==> src/rtl/stdout_uart_tx.sv <==
// Byte FIFO plus 8N1 UART transmitter (LSB first, idle high) fed by the CPU stdout strobe.
// Define UART_TX_PARITY_EN to insert an even-parity bit between the data bits and the stop bit.
module stdout_uart_tx #(
   parameter int UART_TX_BAUD    = 1,
   parameter int FIFO_DEPTH_LOG2 = 4
) (
   input  logic       clk,
   input  logic       rst,
   input  logic [7:0] stdout,
   input  logic       stdout_en,
   output logic       stdout_full,
   output logic       tx_busy,
   output logic       overflow,
   output logic       uart_tx_pin
);

   localparam int AW = FIFO_DEPTH_LOG2;
   localparam int CW = FIFO_DEPTH_LOG2 + 1;
   localparam int BW = (UART_TX_BAUD > 1) ? $clog2(UART_TX_BAUD) : 1;
   localparam logic [CW-1:0] DEPTH_CNT = CW'(1 << FIFO_DEPTH_LOG2);
   localparam logic [BW-1:0] BAUD_MAX  = BW'(UART_TX_BAUD - 1);

   typedef enum logic [2:0] {
      S_IDLE,
      S_START,
      S_DATA,
      S_STOP
`ifdef UART_TX_PARITY_EN
      , S_PARITY
`endif
   } state_t;

   logic [7:0]    r_mem [2**AW];
   logic [AW-1:0] r_wr_ptr, r_rd_ptr;
   logic [CW-1:0] r_count;
   logic          r_overflow;

   state_t        r_state, w_state_next;
   logic [BW-1:0] r_baud, w_baud_next;
   logic [2:0]    r_idx, w_idx_next;
   logic [7:0]    r_shift, w_shift_next;
   logic          r_pin, w_pin_next;
   logic          r_parity;

   logic          w_full, w_push, w_pop, w_bit_end;
   logic [7:0]    w_head;

   assign w_full      = (r_count == DEPTH_CNT);
   assign w_head      = r_mem[r_rd_ptr];
   // A pop frees a slot in the same cycle, so a write into a full FIFO is still accepted then.
   assign w_push      = stdout_en && (!w_full || w_pop);
   assign w_bit_end   = (r_baud == BAUD_MAX);

   assign stdout_full = w_full;
   assign overflow    = r_overflow;
   assign tx_busy     = (r_count != '0) || (r_state != S_IDLE);
   assign uart_tx_pin = r_pin;

   // NOTE: the storage array carries no reset; the pointers and count alone define which entries are valid.
   always_ff @(posedge clk) begin
      if (w_push) r_mem[r_wr_ptr] <= stdout;
   end

   // NOTE: sequential state uses non-blocking assignments so every register samples pre-edge values.
   always_ff @(posedge clk or posedge rst) begin
      if (rst) begin
         r_wr_ptr   <= '0;
         r_rd_ptr   <= '0;
         r_count    <= '0;
         r_overflow <= 1'b0;
      end else begin
         if (w_push) r_wr_ptr <= r_wr_ptr + AW'(1);
         if (w_pop)  r_rd_ptr <= r_rd_ptr + AW'(1);
         case ({w_push, w_pop})
            2'b10:   r_count <= r_count + CW'(1);
            2'b01:   r_count <= r_count - CW'(1);
            default: r_count <= r_count;
         endcase
         if (stdout_en && !w_push) r_overflow <= 1'b1;
      end
   end

   always_ff @(posedge clk or posedge rst) begin
      if (rst) begin
         r_state  <= S_IDLE;
         r_baud   <= '0;
         r_idx    <= '0;
         r_shift  <= '0;
         r_pin    <= 1'b1;
         r_parity <= 1'b0;
      end else begin
         r_state <= w_state_next;
         r_baud  <= w_baud_next;
         r_idx   <= w_idx_next;
         r_shift <= w_shift_next;
         r_pin   <= w_pin_next;
         if (w_pop) r_parity <= ^w_head;
      end
   end

   // NOTE: every combinational output gets a default first so no path can infer a latch.
   always_comb begin
      w_state_next = r_state;
      w_idx_next   = r_idx;
      w_shift_next = r_shift;
      w_pop        = 1'b0;
      w_baud_next  = (r_state == S_IDLE || w_bit_end) ? '0 : r_baud + BW'(1);

      unique case (r_state)
         S_IDLE: begin
            if (r_count != '0) begin
               w_pop        = 1'b1;
               w_shift_next = w_head;
               w_idx_next   = '0;
               w_baud_next  = '0;
               w_state_next = S_START;
            end
         end
         S_START: begin
            if (w_bit_end) begin
               w_idx_next   = '0;
               w_state_next = S_DATA;
            end
         end
         S_DATA: begin
            if (w_bit_end) begin
               w_shift_next = r_shift >> 1;
               w_idx_next   = r_idx + 3'd1;
               if (r_idx == 3'd7) begin
`ifdef UART_TX_PARITY_EN
                  w_state_next = S_PARITY;
`else
                  w_state_next = S_STOP;
`endif
               end
            end
         end
`ifdef UART_TX_PARITY_EN
         S_PARITY: begin
            if (w_bit_end) w_state_next = S_STOP;
         end
`endif
         S_STOP: begin
            // Back-to-back frames: the next byte is popped straight into START with no idle gap.
            if (w_bit_end) begin
               if (r_count != '0) begin
                  w_pop        = 1'b1;
                  w_shift_next = w_head;
                  w_idx_next   = '0;
                  w_state_next = S_START;
               end else begin
                  w_state_next = S_IDLE;
               end
            end
         end
         default: w_state_next = S_IDLE;
      endcase

      // The pin is registered from the next state so it changes exactly on the bit boundary.
      unique case (w_state_next)
         S_START:  w_pin_next = 1'b0;
         S_DATA:   w_pin_next = w_shift_next[0];
`ifdef UART_TX_PARITY_EN
         S_PARITY: w_pin_next = r_parity;
`endif
         default:  w_pin_next = 1'b1;
      endcase
   end

endmodule

==> config.mk <==
export PLATFORM = sky130hd
export DESIGN_NAME = stdout_uart_tx
export DESIGN_NICKNAME = d
export VERILOG_FILES = /design/src/rtl/stdout_uart_tx.sv
export SDC_FILE = /design/constraint.sdc
export NUM_CORES = 1
export LEC_CHECK = 0
export BUFFER_PORTS_ARGS = -buffer_cell sky130_fd_sc_hd__buf_2
export CAP_MARGIN = 0
export CORE_ASPECT_RATIO = 1.75
export CORE_MARGIN = 1
export CORE_UTILIZATION = 55
export DETAILED_ROUTE_END_ITERATION = 6
export PLACE_DENSITY = 0.74
export SYNTH_ARGS = -nofsm -noshare
export SYNTH_HDL_FRONTEND = slang
export SYNTH_SLANG_ARGS = --single-unit
==> constraint.sdc <==
create_clock -name clk -period 3 [get_ports clk]
set_clock_uncertainty 0.05 [all_clocks]
set_input_delay 0 -clock clk [delete_from_list [all_inputs] [get_ports clk]]
set_output_delay 0 -clock clk [all_outputs]
set_load 0.01 [all_outputs]
==> flow_summary_export.csv, run 1 <==
group,metric,value,unit
synth,ys_async_sr_fraction,18.99,%
drt,drt_pass1_iterations,4,
grt,grt_start_max_net_pins,37,
worst_setup_path,cp_slowest_cell,"dfrtp_1",
worst_setup_path,cpMostUsedCell,"inv_1",
worst_setup_path,max_stage_delay,440,ps
worst_setup_path,timing.reg2reg.setup_slack,280,ps
drt,vias,3258,
worst_setup_path,critPathLaunch,"r_count[0]",
worst_setup_path,path_class,"reg -> reg",
floorplan,die_h,146.3,um
clock_tree,insertion_delay,420,ps
grt,globalRouteTotalUtil,21.65,%
synth,synth_edf_count,128,
worst_setup_path,end_kind,"flip-flop",
sta,hold_slack,143.5,ps
clock_tree,numCtsBuffers,17,
finish,final_net_count,432,
drt,wire_per_inst,21.46,um
finish,drive_gt1_share,23.70,%
sta,fmax,367.9,MHz
drt,drt_iter0_drc,251,
floorplan,initial_utilization,56.54,%
worst_setup_path,path_cells,"nor4_4 > nand2_1 > o21a_1 > inv_1 > ha_1 > inv_1 > fa_1 > nor2b_1 > o21ai_0 > and3_1 > nor3_2 > xor2_1",
floorplan,row_count,52,
clock_tree,postCtsSetupBuffers,0,
run_status,status,"complete, no violations",
grt,grt_pass1_vias,3447,
synth,ys_ff_latch,158,
grt,antenna_found_initial,0,
worst_setup_path,critical_path_peak_fanout,5,
power,cellLeakagePower,0.002786,uW
placement,dp_hpwl,8144,um
synth,synth_area_leader_cell,"edfxtp_1",
synth,ys_seq_area_share,70.19,%
sta,maxSlewHeadroom,49.60,%
drt,drt-vias-per-instance,5.849,
floorplan,die_area,0.01236,mm2
drt,drcViolationCount,0,
drt,final_antenna_net_count,0,
worst_setup_path,start_kind,"flip-flop",
clock_tree,clock_path_buffers,2,
synth,synth_top_area_share,58.70,%
placement,io_buffers,14,
sta,finalHoldViolations,0,
clock_tree,cts_max_level,4,
synth,ys_top_cells_by_area,"edfxtp_1 (59%), dfrtp_1 (11%), mux4_2 (7.2%), mux4_1 (6.8%), ha_1 (2.1%)",
clock_tree,clk_pin_slew,60,ps
clock_tree,root_buffer,"clkbuf_16",
clock_tree,cts_tree,"done",
sta,finalSetupTns,0,ps
worst_setup_path,worstPathRequired,3290,ps
drt,wl,11960,um
job,cap_violations,0,
floorplan,io_pins,15,
placement,gp_congestion,0.7788,
finish,antennaDiodeCount,0,
synth,syn_area_per_cell,18.34,um2
grt,grt_pass1_wl,19330,um
worst_setup_path,r2r-start,"r_count[0]",
sta,layout_min_cycle_time,2718,ps
synth,ys_types,45,
sta,slew_viol_final,0,
sta,grt_setup_unrepaired,"no",
sta,tightest_slew,750.3,ps
synth,netlist_area,0.006548,mm2
synth,ys_warn_count,0,
sta,min_period_over_period,90.60,%
grt,overflow,0,
floorplan,coreArea,0.01158,mm2
synth,ys.flop_type,"edfxtp_1",
hold_path,hp-class,"in -> async",
worst_setup_path,crit_arrival,3010,ps
power,power_density,915.2,mW/mm2
sta,finalSetupViolCount,0,
clock_tree,cts_sinks,158,
finish,areaGrowthSynthToFinish,15.92,%
synth,syn_inst,357,
floorplan,die_x,84.48,um
power,ir_worst_vdd,0.5139,mV
[stage by stage]
stage / setup slack (ps) / util, % / total power, uW / std cells / instance area [um2]
floorplan: 97.12 / - / 4388 / 358 / 6551
global placement: 280.9 / 59.64 / 4875 / 515 / 6907
detailed placement: 145.1 / 59.64 / 4962 / 515 / 6907
CTS: 118.1 / 65.33 / 6990 / 557 / 7566
global route: 51.54 / 65.54 / 7290 / 557 / 7590
finish: 281.9 / 65.54 / 6946 / 557 / 7590
[cell type report]
| cell class | instances | area (um2) |
|---|---|---|
| Sequential cell | 158 | 4597 |
| Clock inverter | 14 | 130.1 |
| Fill cell | 783 | 3991 |
| Timing Repair Buffer | 49 | 382.9 |
| Multi-Input combinational cell | 164 | 1810 |
| Inverter | 19 | 71.32 |
| Tap cell | 135 | 168.9 |
| Clock buffer | 18 | 429.2 |
[worst max-delay path: cells and delay by family, from the launching register on]
kind / cells / cell delay (ps)
AO/OA/AOI/OAI: 2 / 310
flip-flops: 1 / 440
adder cells (fa/ha/maj): 2 / 630
AND/OR/NAND/NOR: 5 / 910
buffers and inverters: 2 / 150
XOR/XNOR: 1 / 150
[sequential cells by signal (all words and copies together) (netlist names)]
| register | count |
|---|---|
| r_mem | 128 |
| r_shift | 8 |
| r_count | 5 |
| r_rd_ptr | 4 |
| r_wr_ptr | 4 |
| r_idx | 3 |
| r_state | 3 |
| overflow | 1 |
| r_baud | 1 |
| uart_tx_pin | 1 |
[cells by family (layout without fill, tap and decap cells)]
| family | after synthesis | count (layout) | synth area share [%] |
|---|---|---|---|
| multiplexers | 43 | 43 | 14.85 |
| flip-flops | 158 | 158 | 70.19 |
| buffers and inverters | 36 | 100 | 2.580 |
| other | 1 | 2 | 0.05727 |
| XOR/XNOR | 12 | 12 | 1.605 |
| AND/OR/NAND/NOR | 58 | 58 | 4.281 |
| adder cells (fa/ha/maj) | 12 | 12 | 2.408 |
| AO/OA/AOI/OAI | 37 | 37 | 4.032 |
[final timing paths]
kind                                to  cells after the start
max                         r_count[4]                     12
min                        r_wr_ptr[3]                      4
max reg2reg                 r_count[4]                     12
min reg2reg                   overflow                      1
max in group asynchronous  uart_tx_pin                      4
min in group clk              overflow                      3
[metal layers]
layer	up-vias	part of all wire, %	global-route usage, %	wire length [um]
met5	-	0	0	0
met4	0	1.6	10.51	191
met3	13	2.6	3.731	313
met2	63	57	37.72	6820
met1	1663	39	25.96	4629
li1	1519	-	-	-
[cells in the final DEF (no fill, tap or decap), drive strengths merged, types with 5 or more instances in the layout]
master       count
mux4            38
nand2b           5
nor2            17
nand2           15
buf             39
ha              11
a21oi            7
edfxtp         128
dfrtp           29
clkinv           5
inv             26
o21ai            8
a222oi           6
xnor2            7
clkbuf          18
xor2             5
nor3             6
dlygate4sd3     10
[cells in the mapped netlist (2+ instances only)]
cell type	number
nand4_1	2
inv_1	19
dfrtp_1	29
mux4_1	17
edfxtp_1	128
nand2b_1	5
a21o_1	3
o211ai_1	2
or2_2	2
mux4_2	21
buf_1	3
a21oi_1	7
a222oi_1	6
nor3_1	6
mux2i_1	3
xor2_1	5
buf_8	2
o21ai_0	8
clkbuf_1	8
nor2b_1	3
nor2_1	17
a22o_1	2
buf_2	3
ha_1	11
nand2_1	15
xnor2_1	7
nand3b_1	3
o41ai_1	2
mux2_2	2
[where the power goes]
group          internal, uW  total, uW  switching (uW)
Combinational           994       1900             903
Sequential             2730       3030             309
Clock                  1160       2010             859
[repair_timing]
action                                 in CTS  in global routing
endpoints found under the hold margin     160                  0
setup endpoints to repair                   0                  1
resized for setup                           0                  4
hold buffers                               10                  0
(Power assumes the default switching activity.)
==> run 2: changes to the inputs <==
--- a/config.mk
+++ b/config.mk
@@ -11,7 +11,7 @@
 export CORE_MARGIN = 1
 export CORE_UTILIZATION = 55
 export DETAILED_ROUTE_END_ITERATION = 6
-export PLACE_DENSITY = 0.74
+export PLACE_DENSITY = 0.71
 export SYNTH_ARGS = -nofsm -noshare
 export SYNTH_HDL_FRONTEND = slang
 export SYNTH_SLANG_ARGS = --single-unit
==> constraint.sdc (replaced) <==
create_clock -name clk -period 3.3 [get_ports clk]
set_clock_uncertainty 0.05 [all_clocks]
set_input_delay 0 -clock clk [delete_from_list [all_inputs] [get_ports clk]]
set_output_delay 0 -clock clk [all_outputs]
set_load 0.01 [all_outputs]
==> flow_summary_export.csv, run 2 (synthesis results as in run 1) <==
group,metric,value,unit
run_status,status,"complete, no violations",
sta,min_period_over_period,89.24,%
worst_setup_path,crit_arrival,3230,ps
drt,wire_per_inst,21.81,um
sta,hold_slack,304.5,ps
sta,grt_setup_unrepaired,"no",
drt,vias,3300,
drt,drt-vias-per-instance,5.967,
grt,grt_start_max_net_pins,37,
floorplan,coreArea,0.01158,mm2
clock_tree,insertion_delay,410,ps
finish,top_regs,"r_mem x128, r_shift x8, r_count x5",
clock_tree,clock_path_buffers,2,
finish,top_register,"r_mem",
finish,fin_cells,553,
grt,grt_pass1_wl,19110,um
clock_tree,clk_pin_slew,60,ps
floorplan,row_count,52,
worst_setup_path,worstPathRequired,3580,ps
finish,areaGrowthSynthToFinish,15.38,%
clock_tree,numCtsBuffers,17,
worst_setup_path,critical_path_peak_fanout,8,
floorplan,io_pins,15,
floorplan,die_h,146.3,um
finish,fillCellCount,784,
drt,drt_iter0_drc,204,
power,power_density,839.1,mW/mm2
grt,antenna_found_initial,0,
placement,dp_hpwl,8065,um
drt,wl,12060,um
placement,place_inst,511,
finish,final_cell_mix,"edfxtp_1 (128), dfrtp_1 (28), mux4_2 (21)",
finish,antennaDiodeCount,0,
drt,drt_pass1_iterations,4,
worst_setup_path,end_kind,"flip-flop",
placement,io_buffers,14,
hold_path,hp-class,"in -> reg",
worst_setup_path,start_kind,"flip-flop",
power,cellLeakagePower,0.002760,uW
clock_tree,cts_max_level,4,
finish,final_common_cell,"edfxtp_1",
finish,post-route-util,65.23,%
floorplan,die_area,0.01236,mm2
floorplan,die_x,84.48,um
floorplan,initial_utilization,56.54,%
drt,drcViolationCount,0,
finish,final_net_count,428,
power,ir_worst_vdd,0.4601,mV
sta,tightest_slew,1117,ps
finish,multiInputGateArea,0.001787,mm2
clock_tree,root_buffer,"clkbuf_16",
job,cap_violations,0,
finish,drive_gt1_share,22.49,%
sta,finalHoldViolations,0,
sta,layout_min_cycle_time,2945,ps
placement,gp_congestion,0.7467,
drt,final_antenna_net_count,0,
finish,largest_reg_flops,128,
worst_setup_path,path_class,"reg -> reg",
placement,dpl_cell_area,0.006864,mm2
clock_tree,hold_buffers,10,
clock_tree,postCtsSetupBuffers,0,
clock_tree,cts_tree,"done",
finish,final_area,0.007555,mm2
sta,slew_viol_final,0,
grt,overflow,0,
grt,grt_pass1_vias,3507,
grt,globalRouteTotalUtil,21.58,%
sta,finalSetupTns,0,ps
sta,maxSlewHeadroom,25.48,%
clock_tree,cts_sinks,158,
finish,seqCellArea,0.004597,mm2
clock_tree,cts.repair.resized,0,
sta,finalSetupViolCount,0,
sta,fmax,339.6,MHz
## run 2: changes by cell type in the layout (fill, tap and decap cells not counted), sizes merged
cell,delta
buf,-4
bufinv,+1
clkinv,-1
clkinvlp,+3
inv,-3
## run 2: per-layer routing
layer / GRT usage [%] / part of all wire, % / wire (um)
met5: 0 / 0 / 0
met3: 4.692 / 2.8 / 342
met4: 10.08 / 2.1 / 249
met2: 38.13 / 56 / 6773
met1: 24.84 / 39 / 4696
## run 2: report_power, final
part	internal [uW]	switching [uW]
combinational	866	838
sequential	2480	245
clock	1130	782
total	4470	1870
## run 2: per-stage QoR
stage          total power, uW  worst slack, ps
6_report                  6339            355.0
3_5_place_dp              4480            367.9
2_1_floorplan             3989            397.1
3_3_place_gp              4417            513.4
4_1_cts                   6398            350.7
5_1_grt                   6644            86.31
## run 2: layout make-up
class / instances / share of cell area (%)
clock inverters: 14 / 2.136
multi-input cells: 164 / 23.65
inverters: 19 / 0.9440
clock buffers: 18 / 5.681
repair buffers: 45 / 4.505
flip-flops and latches: 158 / 60.85
well taps: 135 / 2.236
## run 2: worst paths after layout
path | startpoint | end | slack (ps) | depth (start not counted)
hold / removal | stdout_en | overflow | 300 | 3
setup / recovery | r_state[1] | r_count[4] | 350 | 11
hold reg to reg | overflow | overflow | 400 | 1
setup reg to reg | r_state[1] | r_count[4] | 350 | 11
max in group asynchronous | rst | r_rd_ptr[0] | 2080 | 3
min in group asynchronous | rst | r_count[4] | 370 | 3
## run 2: critical path, cell delays in order, from the launching register on
cell     delay [ps]
dfrtp_1         470
or2_2           360
a21oi_1         250
and2_1          200
ha_1            240
inv_1           100
fa_1            420
nor2b_1         140
o21ai_0         100
and3_1          190
nor3_1          190
xor2_1          160
==> run 3: changes to the inputs <==
--- a/config.mk
+++ b/config.mk
@@ -12,6 +12,7 @@
 export CORE_UTILIZATION = 55
 export DETAILED_ROUTE_END_ITERATION = 6
 export PLACE_DENSITY = 0.71
+export REMOVE_ABC_BUFFERS = 1
 export SYNTH_ARGS = -nofsm -noshare
 export SYNTH_HDL_FRONTEND = slang
 export SYNTH_SLANG_ARGS = --single-unit
==> flow_summary_export.csv, run 3 (synthesis results as in run 1) <==
group,metric,value,unit
clock_tree,root_buffer,"clkbuf_16",
placement,dpl_cell_area,0.006857,mm2
sta,fmax,330.6,MHz
finish,multiInputGateArea,0.001793,mm2
sta,slew_viol_final,0,
worst_setup_path,worst-path-stages,11,
drt,drt_iter0_drc,252,
worst_setup_path,worstPathRequired,3600,ps
finish,drive_gt1_share,22.78,%
floorplan,die_x,84.48,um
finish,final_net_count,427,
power,ir_worst_vdd,0.4791,mV
sta,maxSlewHeadroom,25.36,%
finish,final_area,0.007630,mm2
floorplan,die_h,146.3,um
sta,finalSetupTns,0,ps
hold_path,hp-start,"stdout_en",
sta,finalHoldViolations,0,
worst_setup_path,critical_path_peak_fanout,12,
clock_tree,clk_pin_slew,60,ps
power,clockPowerShare,32.8,%
worst_setup_path,critPathLaunch,"r_state[0]",
clock_tree,cts_max_level,4,
finish,antennaDiodeCount,0,
power,pwr-share-seq,42.0,%
clock_tree,insertion_delay,430,ps
placement,gp_congestion,0.7937,
worst_setup_path,crit_family,"simple AND/OR/NAND/NOR gates",
sta,finalSetupViolCount,0,
grt,overflow,0,
sta,tightest_slew,1118,ps
placement,io_buffers,14,
grt,grt_pass1_wl,19930,um
finish,final_cell_mix,"edfxtp_1 (128), dfrtp_1 (28), mux4_2 (21)",
power,p_int,4654,uW
floorplan,io_pins,15,
clock_tree,cts_tree,"done",
drt,vias,3338,
clock_tree,cts_sinks,158,
grt,antenna_found_initial,0,
drt,drcViolationCount,0,
worst_setup_path,r2r_end,"r_count[4]",
worst_setup_path,path_buf_inv,1,
sta,min_period_over_period,91.66,%
finish,largest_reg_flops,128,
worst_setup_path,r2r-start,"r_state[0]",
finish,top_register,"r_mem",
drt,wl,12440,um
power,p_switching,1965,uW
power,combPwrFrac,25.3,%
grt,grt_pass1_vias,3443,
worst_setup_path,cp_slowest_cell,"dfrtp_1",
power,swShare,29.69,%
worst_setup_path,end_kind,"flip-flop",
power,power_density,867.5,mW/mm2
floorplan,row_count,52,
hold_path,hp-class,"in -> reg",
finish,fillCellCount,792,
floorplan,coreArea,0.01158,mm2
floorplan,die_area,0.01236,mm2
hold_path,min_delay_path_depth,3,
worst_setup_path,path_class,"reg -> reg",
placement,dp_hpwl,7816,um
run_status,status,"complete, no violations",
finish,final_common_cell,"edfxtp_1",
grt,grt_start_max_net_pins,37,
grt,globalRouteTotalUtil,22.73,%
drt,drt_pass1_iterations,4,
power,cellLeakagePower,0.002807,uW
sta,layout_min_cycle_time,3025,ps
worst_setup_path,path_cells,"or2_2 > a21oi_1 > and2_1 > ha_1 > inv_1 > fa_1 > nor2b_1 > o21ai_0 > and3_1 > nor3_1 > xor2_1",
finish,top_regs,"r_mem x128, r_shift x8, r_count x5",
finish,areaGrowthSynthToFinish,16.53,%
sta,grt_setup_unrepaired,"no",
worst_setup_path,max_stage_delay,500,ps
drt,final_antenna_net_count,0,
worst_setup_path,timing.reg2reg.setup_slack,280,ps
hold_path,worstHoldEndpoint,"overflow",
drt,wire_per_inst,22.54,um
worst_setup_path,crit_arrival,3320,ps
worst_setup_path,r2r.worst_path.cells,11,
floorplan,initial_utilization,56.54,%
worst_setup_path,start_kind,"flip-flop",
job,cap_violations,0,
clock_tree,clock_path_buffers,2,
finish,seqCellArea,0.004597,mm2
drt,drt-vias-per-instance,6.047,
clock_tree,numCtsBuffers,17,
==> run 3: cell count changes in the layout (fill, tap and decap cells not counted), sizes merged <==
cell,change
bufinv,+2
clkinvlp,-4
clkinv,-2
clkbuf,-1
buf,-1
inv,+5
==> run 3: layout make-up <==
type | instances | share of cell area (%)
timing repair buffer | 44 | 4.362
clock inverter | 15 | 3.165
clock buffer | 17 | 5.576
tap | 135 | 2.214
multi-input combinational | 164 | 23.50
inverter | 19 | 0.9347
sequential | 158 | 60.25
==> run 3: stage by stage <==
stage | cells | total power, uW | hold WS (ps) | setup slack [ps] | util [%]
floorplan | 341 | 3896 | 40.07 | 417.9 | -
global placement | 510 | 4400 | 169.6 | 486.0 | 59.20
detailed placement | 510 | 4459 | 180.4 | 321.8 | 59.20
CTS | 552 | 6669 | 271.6 | 294.8 | 65.83
global route | 552 | 6927 | 310.3 | 65.48 | 65.88
finish | 552 | 6619 | 286.3 | 275.2 | 65.88
==> run 3: how the worst max path moves through the flow <==
| stage | to | slack (ps) |
|---|---|---|
| 6_report | r_count[4] | 280 |
| 5_1_grt | r_count[4] | 70 |
| 3_3_place_gp | r_count[4] | 490 |
| 3_5_place_dp | r_count[4] | 320 |
| 4_1_cts | r_count[4] | 290 |
| 2_1_floorplan | r_shift[1] | 420 |
==> run 3: tightest hold or removal path: stages <==
cell	delay, ps
dlygate4sd3_1	520
buf_2	110
a21o_1	100
==> run 3: power by group through the flow <==
stage | combinational [uW] | clock [uW] | sequential (uW)
CTS | 1690 | 2200 | 2770
finish | 1670 | 2170 | 2780
global placement | 1610 | 0 | 2790
floorplan | 1080 | 0 | 2820
detailed placement | 1650 | 0 | 2810
global route | 1810 | 2300 | 2820
==> run 3: metal layers <==
layer	vias to the layer above	track usage, %	share of wire, %
met2	80	39.67	56
met4	0	8.644	2.0
li1	1511	-	-
met3	20	5.766	3.0
met1	1727	27.01	39
met5	-	0	0
==> run 3: timing repair <==
item | 4_1_cts | 5_1_grt
setup endpoints to repair | 0 | 1
buffers inserted | 0 | 0
hold endpoints to repair | 158 | 0
hold buffers | 10 | 0
resized for setup | 0 | 1
